==> src/rtl/lcd_responder.sv <==
// lcd_responder
//   Behavioural stand-in for an HD44780-style character LCD controller.
//   It accepts instruction and data strobes from a writer and holds a
//   32-byte DDRAM (two rows of 16). Scanout logic reads that DDRAM through
//   an independent registered read port.
//
// Ports
//   clk         system clock, rising edge
//   rst         synchronous active-high reset; restarts the DDRAM blanking
//   lcd_data    bus byte from the writer
//   lcd_ctrl    {rs, rw}: rs=1 data / rs=0 instruction, rw=1 read request
//   lcd_enable  write strobe; only its rising edge is acted on
//   rd_addr     scanout index, 0-15 row 0, 16-31 row 1
//   rd_data     registered DDRAM byte at rd_addr (one-cycle latency)
//   busy        high while an instruction, data write or clear is in progress
//   ac          DDRAM address counter (0x00-0x0F, 0x40-0x4F)
//   display_on, cursor_on, blink_on, entry_inc   display/entry-mode state
//   overrun     sticky: a strobe arrived while busy
//   rw_err      sticky: a read request was strobed (reads are not supported)

module lcd_responder #(
   parameter int BUSY_CYCLES = 4
) (
   input  logic       clk,
   input  logic       rst,
   input  logic [7:0] lcd_data,
   input  logic [1:0] lcd_ctrl,
   input  logic       lcd_enable,
   input  logic [4:0] rd_addr,
   output logic [7:0] rd_data,
   output logic       busy,
   output logic [6:0] ac,
   output logic       display_on,
   output logic       cursor_on,
   output logic       blink_on,
   output logic       entry_inc,
   output logic       overrun,
   output logic       rw_err
);

   localparam logic [1:0] IDLE  = 2'd0;
   localparam logic [1:0] EXEC  = 2'd1;
   localparam logic [1:0] CLEAR = 2'd2;

   localparam int CW = (BUSY_CYCLES > 1) ? $clog2(BUSY_CYCLES) : 1;
   localparam logic [CW-1:0] CNT_LOAD = CW'(BUSY_CYCLES - 1);

   logic [1:0]    state;
   logic [CW-1:0] cnt;
   logic [4:0]    clr_idx;
   logic          en_q;
   logic [7:0]    mem [0:31];

   logic       rs, rw;
   logic       strobe, accept, data_wr;
   logic [6:0] ac_step;
   logic       mem_we;
   logic [4:0] mem_wa;
   logic [7:0] mem_wd;

   assign rs     = lcd_ctrl[1];
   assign rw     = lcd_ctrl[0];
   assign strobe = lcd_enable & ~en_q;
   // Only a write strobe landing in IDLE is decoded; anything else is dropped.
   assign accept  = strobe && (state == IDLE) && !rw;
   assign data_wr = accept && rs;
   assign busy    = (state != IDLE);

   // Address counter walks 0x00-0x0F and 0x40-0x4F, wrapping between rows.
   always_comb begin
      ac_step = ac;
      if (entry_inc) begin
         if (ac[3:0] == 4'hF) ac_step = ac[6] ? 7'h00 : 7'h40;
         else                 ac_step = ac + 7'd1;
      end else begin
         if (ac[3:0] == 4'h0) ac_step = ac[6] ? 7'h0F : 7'h4F;
         else                 ac_step = ac - 7'd1;
      end
   end

   // Single DDRAM write port, shared by data writes (IDLE only) and blanking
   // (CLEAR only), so the two sources never collide.
   always_comb begin
      mem_we = !rst && (data_wr || (state == CLEAR));
      mem_wa = (state == CLEAR) ? clr_idx : {ac[6], ac[3:0]};
      mem_wd = (state == CLEAR) ? 8'h20 : lcd_data;
   end

   always_ff @(posedge clk) begin
      if (mem_we) mem[mem_wa] <= mem_wd;
   end

   // Read-before-write: a same-cycle write to rd_addr shows up a cycle later.
   always_ff @(posedge clk) begin
      if (rst) rd_data <= 8'h00;
      else     rd_data <= mem[rd_addr];
   end

   always_ff @(posedge clk) begin
      if (rst) begin
         state      <= CLEAR;
         clr_idx    <= 5'd0;
         cnt        <= '0;
         en_q       <= 1'b0;
         ac         <= 7'h00;
         display_on <= 1'b0;
         cursor_on  <= 1'b0;
         blink_on   <= 1'b0;
         entry_inc  <= 1'b1;
         overrun    <= 1'b0;
         rw_err     <= 1'b0;
      end else begin
         en_q <= lcd_enable;
         if (strobe && (state != IDLE))     overrun <= 1'b1;
         if (strobe && (state == IDLE) && rw) rw_err <= 1'b1;

         case (state)
            IDLE: begin
               if (accept) begin
                  if (rs) begin
                     ac    <= ac_step;
                     state <= EXEC;
                     cnt   <= CNT_LOAD;
                  end else if (lcd_data == 8'h01) begin
                     ac        <= 7'h00;
                     entry_inc <= 1'b1;
                     clr_idx   <= 5'd0;
                     state     <= CLEAR;
                  end else begin
                     state <= EXEC;
                     cnt   <= CNT_LOAD;
                     // Highest set bit selects the instruction.
                     casez (lcd_data)
                        8'b1???????: ac <= {lcd_data[6], 2'b00, lcd_data[3:0]};
                        8'b00001???: begin
                           display_on <= lcd_data[2];
                           cursor_on  <= lcd_data[1];
                           blink_on   <= lcd_data[0];
                        end
                        8'b000001??: entry_inc <= lcd_data[1];
                        8'b0000001?: ac <= 7'h00;
                        default: ;  // CGRAM, function set, shift, no-op
                     endcase
                  end
               end
            end
            EXEC: begin
               if (cnt == '0) state <= IDLE;
               else           cnt   <= cnt - 1'b1;
            end
            CLEAR: begin
               if (clr_idx == 5'd31) state   <= IDLE;
               else                  clr_idx <= clr_idx + 5'd1;
            end
            default: state <= IDLE;
         endcase
      end
   end

endmodule

==> config.mk <==
export PLATFORM = sky130hd
export DESIGN_NAME = lcd_responder
export DESIGN_NICKNAME = d
export VERILOG_FILES = /design/src/rtl/lcd_responder.sv
export SDC_FILE = /design/constraint.sdc
export NUM_CORES = 1
export LEC_CHECK = 0
export CAP_MARGIN = 20
export CORE_UTILIZATION = 40
export CTS_CLUSTER_SIZE = 28
export DETAILED_ROUTE_END_ITERATION = 8
export PLACE_DENSITY_LB_ADDON = 0.25
export SYNTH_ARGS = -nofsm -noshare
export SYNTH_HDL_FRONTEND = slang
export SYNTH_SLANG_ARGS = --single-unit
==> constraint.sdc <==
create_clock -name clk -period 2.45 [get_ports clk]
set_input_delay 0.49 -clock clk [delete_from_list [all_inputs] [get_ports clk]]
set_output_delay 0.49 -clock clk [all_outputs]
set_load 0.02 [all_outputs]
==> results.json <==
{
  "met3_usage": 0.02426,
  "num-fill-cells": 2362,
  "power_w": 0.01042,
  "cts_num_sinks": 287,
  "multiInputGateArea_um2": 2993,
  "crit_path_start": "state[1]",
  "worstSetupStartpointType": "register",
  "synthFlopType": "edfxtp_1",
  "grt_pass1_wl_um": 39740,
  "min-delay-start": "overrun",
  "dp_worst_setup_slack_ns": -0.1487,
  "cpMaxStageDelayCell": "clkdlybuf4s50_1",
  "post_cts_buffers": 0,
  "antenna_found_initial": 0,
  "synthSimpleGateAreaFrac": 0.05983,
  "whs_ns": 0.4706,
  "syn_area_um2": 11540,
  "synth_nets": 659,
  "tritoncts": "yes",
  "required_ns": 1.96,
  "final_hold_viol_count": 0,
  "min_path_type": "reg -> reg",
  "core_area_um2": 28090,
  "p_leak_nw": 4.596,
  "overflow": 0,
  "synth-warning-count": 0,
  "portBuffers": 39,
  "cpPeakStageDelay_ns": 0.61,
  "io-pin-count": 40,
  "worstSetupPathType": "reg -> out",
  "dpl_cell_area_um2": 12920,
  "drt-initial-drc-count": 568,
  "slew_viol_final": 0,
  "synth_mux_area_frac": 0.1414,
  "pwr_density_cell_nw_per_um2": 753.4,
  "seqCellArea_um2": 8308,
  "vias": 6193,
  "drc": 0,
  "crit_chain": "buf_4 -> nor2_1 -> inv_1 -> clkdlybuf4s50_1",
  "r2r_setup_slack_ns": 0.27,
  "peakVddDrop_uv": 571.1,
  "drt-total-wl_um": 25980,
  "tightestPinTransition_ns": 0.4824,
  "r2r_start": "state[0]",
  "syn_to_final_growth_pct": 19.85,
  "synthCells": 636,
  "synthAdderAreaFrac": 0.005419,
  "clk_path_buf_depth": 3,
  "endpoint": "busy",
  "clk_pin_slew_ns": 0.06,
  "slew_headroom": 0.6784,
  "htreeDepth": 1,
  "setup_ws_ns": 0.1244,
  "grt.total_usage": 0.1833,
  "dieWidth_um": 171.9,
  "grt_max_degree": 33,
  "stdcell_area_um2": 13830,
  "gp_congestion": 0.8644,
  "synth_xor_area_frac": 0.001517,
  "final_nets": 775,
  "busiest_layer": "met2",
  "cts_hold_buf": 0,
  "yosysSeqAreaShare": 0.7197,
  "post_drt_wl_per_cell_um": 22.57,
  "die_h_um": 171.9,
  "synth_top_family_by_area": "multiplexers",
  "post-route-period-util": 0.9492,
  "hpwl_um": 17310,
  "drt.antenna.violating_nets": 0,
  "use_met1": 0.2443,
  "clkLatencyLatePin_ns": 0.53,
  "setup_viol": 0,
  "rsz0062_at_grt": "false",
  "fin_tns_setup_ns": 0,
  "critPathMaxFanout": 6,
  "reg2reg_to": "mem[14][7]",
  "start_util": 0.4110,
  "fp-row-count": 61,
  "ys_types": 59,
  "firstDrtPassIters": 5,
  "cap_viol_max_count": 0,
  "period_minus_slack_ns": 2.326,
  "async_reset_ff_frac": 0,
  "die-area_um2": 29540,
  "max_freq_mhz": 430.0,
  "reg2reg_depth": 6,
  "synth-compound-area-share": 0.05073,
  "finalClockSkew_ns": 0.01074,
  "met2_usage": 0.3198,
  "numCtsBuffers": 28,
  "worst_ep_arrival_time_ns": 1.84,
  "status": "completed",
  "avgSynthCellArea_um2": 18.15,
  "synth_edf_count": 256,
  "drive_above_1_share": 0.2587,
  "grt_pass1_vias": 6563,
  "diodes": 0,
  "via_per_inst": 5.381,
  "ys_ff_latch": 287,
  "cts-root-buf": "clkbuf_16",
  "end_kind": "output port"
}
-- worst max-delay path: cells and delay by family (launching register included) --
family / cells / cell delay (ns)
buffers and inverters: 3 / 0.85
DFF: 1 / 0.40
and+or+nand+nor: 1 / 0.06
-- repair_timing --
item,in CTS,in global routing
endpoints found under the setup margin,0,8
resized for setup,0,1
hold endpoints to repair,0,0
-- how the worst min path moves through the flow --
stage	to	slack [ns]	cells past startpoint
after floorplan	clr_idx[3]	0.48	2
after global placement	overrun	0.46	2
after detailed placement	overrun	0.46	2
after CTS	overrun	0.48	2
after global routing	overrun	0.50	2
final	overrun	0.47	2
-- through the flow --
step	cells	utilization
after floorplan	636	-
after global placement	1100	0.4599
after detailed placement	1100	0.4599
after CTS	1151	0.4924
after global routing	1151	0.4926
final	1151	0.4926
-- cell usage in the layout (no fill, tap or decap), types with 7 or more instances in the layout --
| cell type | count |
|---|---|
| clkdlybuf4s50_1 | 36 |
| buf_12 | 11 |
| a22oi_1 | 16 |
| nor2_1 | 58 |
| clkbuf_16 | 29 |
| a21oi_1 | 17 |
| a31oi_1 | 12 |
| o22ai_1 | 10 |
| buf_4 | 69 |
| a211o_1 | 7 |
| mux2i_1 | 17 |
| mux4_2 | 64 |
| and2_1 | 7 |
| nor2b_1 | 9 |
| inv_1 | 10 |
| nand2b_1 | 7 |
| dfxtp_1 | 31 |
| nand2_1 | 15 |
| edfxtp_1 | 256 |
-- per-layer routing --
metal / up-vias / routed length (µm)
li1: 2809 / -
met1: 3203 / 11270
met2: 152 / 13200
met3: 29 / 1130
met4: 0 / 382
met5: - / 0
-- cells in the mapped netlist (all sizes together), types with 3 or more instances --
cell type | count | area [µm²]
a211o | 7 | 61.31
a211oi | 3 | 22.52
a21oi | 17 | 85.08
a22oi | 16 | 120.1
a31oi | 12 | 75.07
and2 | 9 | 58.80
buf | 21 | 141.4
clkbuf | 10 | 58.81
dfxtp | 31 | 620.6
edfxtp | 256 | 7687
ha | 5 | 62.56
inv | 10 | 37.54
mux2i | 18 | 180.2
mux4 | 64 | 1441
nand2 | 16 | 62.56
nand2b | 7 | 43.79
nand3 | 6 | 30.03
nand3b | 3 | 22.52
nor2 | 58 | 217.7
nor2b | 9 | 56.30
nor3 | 6 | 30.03
nor3b | 4 | 30.03
o21ai | 3 | 15.01
o21bai | 3 | 22.52
o22ai | 10 | 62.56
o31ai | 3 | 36.28
-- sequential cells by signal, indices dropped and copies added (netlist names) --
register and flops:
ac 7, cnt 2, display_on 1, overrun 1
entry_inc 1, rw_err 1, mem 256, cursor_on 1
blink_on 1, state 2, rd_data 8, en_q 1
clr_idx 5
-- where the power goes --
part	total [W]	switching, W	internal [W]	leakage (nW)
Combinational	0.000780	0.000443	0.000338	1.55
Sequential	0.00545	0.0000367	0.00541	2.60
Clock	0.00419	0.00174	0.00245	0.447
-- layout make-up --
| class | instances | area share |
|---|---|---|
| clock buffer | 35 | 0.05625 |
| clock inverter | 16 | 0.009858 |
| inverter | 10 | 0.002713 |
| multi-input combinational | 307 | 0.2163 |
| sequential | 287 | 0.6005 |
| tap | 378 | 0.03419 |
| timing repair buffer | 118 | 0.08013 |
-- logic make-up after synthesis --
group	count (synthesis)
DFF	287
and+or+nand+nor	133
AOI/OAI and AO/OA	84
muxes	83
buffers and inverters	42
adders and majority gates	5
xor gates and xnor gates	2
Power figures use the tool's default switching activity.
